### config.mk
export PLATFORM = sky130hd
export DESIGN_NAME = hex_msg_scroller
export DESIGN_NICKNAME = d
export VERILOG_FILES = /design/src/rtl/hex_msg_pkg.sv /design/src/rtl/hex_msg_scroller_step_tick_gen.sv /design/src/rtl/hex_msg_scroller.sv
export SDC_FILE = /design/constraint.sdc
export NUM_CORES = 1
export LEC_CHECK = 0
export ABC_AREA = 0
export BUFFER_PORTS_ARGS = -buffer_cell sky130_fd_sc_hd__buf_4
export CAP_MARGIN = 10
export CORE_UTILIZATION = 58
export DETAILED_ROUTE_END_ITERATION = 8
export GPL_TIMING_DRIVEN = 0
export HOLD_SLACK_MARGIN = 0.1
export PLACE_DENSITY_LB_ADDON = 0.05
export SYNTH_ARGS = -nofsm -noshare
export SYNTH_HDL_FRONTEND = slang
export SYNTH_SLANG_ARGS = --single-unit
### constraint.sdc
create_clock -name clk -period 4.55 [get_ports clk]
set_clock_uncertainty 0.15 [all_clocks]
set_input_delay 0.2275 -clock clk [delete_from_list [all_inputs] [get_ports clk]]
set_output_delay 0.2275 -clock clk [all_outputs]
set_load 0.02 [all_outputs]
### src/rtl/hex_msg_pkg.sv
// Shared types and constants for the hex message scroller.
package hex_msg_pkg;
  typedef enum logic [1:0] {IDLE, LOAD, RUN} state_t;

  localparam int NIBBLE_W = 4;
  localparam int DIGITS   = 4;

  localparam logic [DIGITS-1:0]          BLANK_ALL  = 4'hF;
  localparam logic [NIBBLE_W*DIGITS-1:0] DISP_RESET = 16'h0000;
endpackage

### src/rtl/hex_msg_scroller_step_tick_gen.sv
// Step prescaler: counts enabled cycles and strobes tick on the last one of each period.
module step_tick_gen #(
  parameter int STEP_CYCLES = 25_000_000
) (
  input  logic clk,
  input  logic rst,
  input  logic en,
  input  logic restart,
  output logic tick
);
  localparam int CNT_W = (STEP_CYCLES > 1) ? $clog2(STEP_CYCLES) : 1;

  logic [CNT_W-1:0] cnt_reg;
  logic             at_max;

  assign at_max = (cnt_reg == CNT_W'(STEP_CYCLES - 1));
  assign tick   = en && at_max && !rst && !restart;

  // The count holds while en is low so a paused scroll resumes mid-period.
  always_ff @(posedge clk) begin
    if (rst || restart) begin
      cnt_reg <= '0;
    end else if (en) begin
      cnt_reg <= at_max ? '0 : cnt_reg + CNT_W'(1);
    end
  end
endmodule

### src/rtl/hex_msg_scroller.sv
// Buffers a nibble message and scrolls a 4-digit window through it for the 7-seg driver.
module hex_msg_scroller
  import hex_msg_pkg::*;
#(
  parameter int DEPTH       = 16,
  parameter int STEP_CYCLES = 25_000_000,
  localparam int LEN_W      = $clog2(DEPTH + 1)
) (
  input  logic                         clk,
  input  logic                         rst,
  input  logic                         clear,
  input  logic                         wr_valid,
  input  logic [NIBBLE_W-1:0]          wr_data,
  input  logic                         wr_last,
  output logic                         wr_ready,
  input  logic                         run,
  input  logic                         dir,
  output logic [NIBBLE_W*DIGITS-1:0]   display,
  output logic [DIGITS-1:0]            blank_mask,
  output logic                         step_pulse,
  output logic [LEN_W-1:0]             msg_len
);
  localparam int IDX_W = $clog2(DEPTH);
  localparam int SUM_W = LEN_W + 1;

  state_t               state_reg, state_next;
  logic [LEN_W-1:0]     count_reg, count_next;
  logic [LEN_W-1:0]     msg_len_reg, msg_len_next;
  logic [IDX_W-1:0]     pos_reg, pos_next;
  logic [NIBBLE_W-1:0]  mem [DEPTH];

  logic in_run, xfer, last, tick;

  assign in_run     = (state_reg == RUN);
  assign wr_ready   = !rst && !clear && !in_run;
  assign xfer       = wr_valid && wr_ready;
  assign last       = wr_last || (count_reg == LEN_W'(DEPTH - 1));
  assign step_pulse = tick;
  assign msg_len    = msg_len_reg;

  always_ff @(posedge clk) begin
    if (xfer) begin
      mem[count_reg[IDX_W-1:0]] <= wr_data;
    end
  end

  step_tick_gen #(.STEP_CYCLES(STEP_CYCLES)) u_step_tick (
    .clk     (clk),
    .rst     (rst),
    .en      (in_run && run),
    .restart (clear || !in_run),
    .tick    (tick)
  );

  always_comb begin
    state_next   = state_reg;
    count_next   = count_reg;
    msg_len_next = msg_len_reg;
    pos_next     = pos_reg;
    case (state_reg)
      IDLE, LOAD: begin
        if (xfer) begin
          count_next = count_reg + LEN_W'(1);
          if (last) begin
            state_next   = RUN;
            msg_len_next = count_reg + LEN_W'(1);
            pos_next     = '0;
          end else begin
            state_next = LOAD;
          end
        end
      end
      RUN: begin
        if (tick) begin
          if (!dir) begin
            pos_next = (LEN_W'(pos_reg) == msg_len_reg - LEN_W'(1)) ? '0 : pos_reg + IDX_W'(1);
          end else begin
            pos_next = (pos_reg == '0) ? IDX_W'(msg_len_reg - LEN_W'(1)) : pos_reg - IDX_W'(1);
          end
        end
      end
      default: state_next = IDLE;
    endcase
    if (clear) begin
      state_next   = IDLE;
      count_next   = '0;
      msg_len_next = '0;
      pos_next     = '0;
    end
  end

  always_ff @(posedge clk) begin
    if (rst) begin
      state_reg   <= IDLE;
      count_reg   <= '0;
      msg_len_reg <= '0;
      pos_reg     <= '0;
    end else begin
      state_reg   <= state_next;
      count_reg   <= count_next;
      msg_len_reg <= msg_len_next;
      pos_reg     <= pos_next;
    end
  end

  logic [NIBBLE_W*DIGITS-1:0] disp_win;
  logic [DIGITS-1:0]          mask_win;

  // pos < msg_len and offset <= 3, so a single conditional subtract implements the modulo
  // for every unblanked digit.
  for (genvar gi = 0; gi < DIGITS; gi++) begin : g_digit
    logic [SUM_W-1:0] len_ext, sum;
    logic [IDX_W-1:0] idx;

    assign len_ext = SUM_W'(msg_len_reg);
    assign sum     = SUM_W'(pos_reg) + SUM_W'(gi);
    assign idx     = IDX_W'((sum >= len_ext) ? sum - len_ext : sum);
    assign mask_win[DIGITS-1-gi] = (SUM_W'(gi) >= len_ext);
    assign disp_win[(DIGITS-1-gi)*NIBBLE_W +: NIBBLE_W] =
      mask_win[DIGITS-1-gi] ? '0 : mem[idx];
  end

  always_ff @(posedge clk) begin
    if (rst || clear || !in_run) begin
      display    <= DISP_RESET;
      blank_mask <= BLANK_ALL;
    end else begin
      display    <= disp_win;
      blank_mask <= mask_win;
    end
  end
endmodule

==> flow_summary.toml <==
[global_routing]
grt_use_total_pct = 38.6
antenna_found_initial = 0
grt_pass1_vias = 7624
grt_first_pass_wirelength_um = 42700
overflow = 0
grt_max_degree = 17

[synth]
synthFlopType = "edfxtp_1"
yosysSeqAreaShare_pct = 37.2
synth_top_family_by_area = "compound AO/OA/AOI/OAI gates"
synth_area_leader_cell = "edfxtp_1"
synth_nets = 964
syn_inst = 916
yosysMostFrequentCell = "nand3_1"
yosys-mux-area-fraction_pct = 11.5
synth_commonest_cells = "93 x nand3_1, 78 x nor2_1, 64 x edfxtp_1"
synth_fa_ha_area_share_pct = 5.83
synth-edff-count = 64
yosys_warnings = 0
ys_seq_elements = 125
synth-simple-area-share_pct = 18.6
synthArstFlopShare_pct = 0
synth.area.top_cells = "edfxtp_1 23%, dfxtp_1 14%, mux2i_1 5.6%, nand3_1 5.5%, ha_1 4.9%"
synth_xor_xnor_area_share_pct = 4.25
syn_avg_cell_area_um2 = 9.22
synth_compound_area_share_pct = 18.8
synth_top_cell_area_share_pct = 22.7
synth_area_um2 = 8450
ys_types = 68

[drt]
vias = 8125
wire_per_inst_um = 23.9
dr_wl_met2_um = 12400
routed_wl_um = 28200
wl_met3_um = 3080
drc = 0
drt-pass1-iter-count = 6
post_drt_via_cell_ratio = 6.91
maxUsedRoutingLayer = "met4"
drtIter0Drc = 1041
ant_nets = 0
m1WireLength_um = 11400

[cells_and_area]
syn2layout_area_growth_pct = 14.4
stdcell_count = 1176
largest_reg_flops = 64
drive_gt1_share_pct = 14.3
regArea_um2 = 3140
diodes = 0
nFillCells = 1101
nets = 1031
multiInputGateArea_um2 = 5000

[clock_network]
clkLatencyLatePin_ps = 430
cts-buffers-inserted = 17
cts_tree = "built"
clk_pin_slew_worst_paths_ps = 60
cts_max_level = 4
cts.sinks = 125
clk_path_buf_depth = 2
root_buffer = "clkbuf_16"

[pwr]
powerDensity_nw_per_um2 = 284
peakVddDrop_mv = 0.284
p_leak_nw = 3.58

[die]
die_w_um = 123
initial_utilization_pct = 60.2
die-area_um2 = 15100
row_count = 43
die_h_um = 123
ios = 38
coreArea_um2 = 14000

[setup_path]
start_kind = "flop"
cp_max_fo = 10
r2r_start = "pos_reg[0]$_SDFFE_PP0P_"
worst-r2r-cell-count = 12
end_kind = "flop"
worst-endpoint-arrival_ps = 4410
timing.rr.end = "display[8]$_SDFF_PP0_"
required_ps = 4690
critPathKind = "reg2reg"
ff2ff_setup_slack_ps = 280

[placed_design]
pre_cts_ws_ps = 211
finalWeightedCongestion = 0.996
dp.cells = 1133
dp_hpwl_um = 20800
port_buffers = 37

[timing]
max_freq_ghz = 0.234
period_share_pct = 93.8
fin_crit_ps = 4270
setup_viol_count_final = 0
drv_slew = 0
slew_headroom_pct = 34.1
setup_ws_ps = 280
tightest_slew_ps = 960
hold_viol_final = 0

[min_path]
min_to = "u_step_tick.cnt_reg[4]$_SDFFE_PP0P_"
hp-start = "clear"
hold_depth = 4
hp-class = "in2reg"

[job]
cap_violations = 0

[status]
status = "finished, final reports clean"
worst max-delay path: stages, from the launching register on:
cell      delay, ps
dfxtp_1         530
buf_2           320
inv_1           190
ha_1            510
ha_1            270
a21oi_1         220
o21ai_1         160
a31oi_1         470
mux2i_2         460
clkbuf_1        450
nand3_1         130
o31ai_1         120
o22ai_1         140
cell families after synthesis:
group | Yosys count
adders and majority gates | 37
DFF | 125
and+or+nand+nor | 321
AOI/OAI and AO/OA | 232
muxes | 88
buffers and inverters | 72
xor gates and xnor gates | 41
power breakdown:
part           leakage [nW]  total [mW]  internal [mW]  switching (mW)
clock network         0.287        1.38          0.819           0.565
logic                  2.22       0.169         0.0648           0.104
registers              1.07        1.19           1.19         0.00533
cells in the final DEF, fill, tap and decap left out, drive strengths merged, types with 8 or more instances in the layout:
cell	n
edfxtp	64
and3	12
nor2	79
a21oi	43
nor3	28
nand3	93
o211ai	14
o311ai	10
xor2	26
ha	33
o22ai	21
nand4	18
mux2	38
o21a	16
a211o	15
xnor2	15
a211oi	14
clkbuf	49
o21ai	51
buf	55
dlygate4sd3	11
mux2i	50
nand2	51
dfxtp	61
o31ai	8
nand2b	8
inv	28
metal layers:
metal	vias to the layer above	global-route usage, %
met3	90	7.85
met1	3852	52.4
met2	578	59.0
met5	-	0
li1	3605	-
met4	0	18.0
area by class of cell:
class / count / area share [%]
multi-input combinational: 719 / 51.8
sequential: 125 / 32.5
clock buffer: 18 / 4.44
timing repair buffer: 48 / 4.01
buffer: 49 / 2.39
tap: 180 / 2.33
clock inverter: 14 / 1.66
inverter: 23 / 0.893
per-stage QoR:
stage	util, %	total power, mW	setup TNS [ps]	cell area (um^2)	hold slack [ps]
after floorplan	-	1.32	0	8450	173
after global placement	63.8	1.37	0	8950	277
after detailed placement	63.8	1.37	0	8950	287
after CTS	68.7	2.73	0	9650	120
after global routing	68.8	2.80	-161	9670	147
final	68.8	2.75	0	9670	123
worst max-delay path by stage:
stage,to,startpoint,cells after the start
global placement,display[0]$_SDFF_PP0_,pos_reg[0]$_SDFFE_PP0P_,13
CTS,display[0]$_SDFF_PP0_,pos_reg[0]$_SDFFE_PP0P_,13
detailed placement,display[0]$_SDFF_PP0_,pos_reg[0]$_SDFFE_PP0P_,13
global route,display[8]$_SDFF_PP0_,pos_reg[0]$_SDFFE_PP0P_,12
finish,display[8]$_SDFF_PP0_,pos_reg[0]$_SDFFE_PP0P_,12
floorplan,display[0]$_SDFF_PP0_,pos_reg[0]$_SDFFE_PP0P_,14
timing repair:
item                       CTS  global route
setup endpoints to repair    0             2
resized for setup            0             3
hold buffers                11             0
setup buffers                0             0
hold endpoints to repair    70             0
Power figures use the tool's default switching activity.
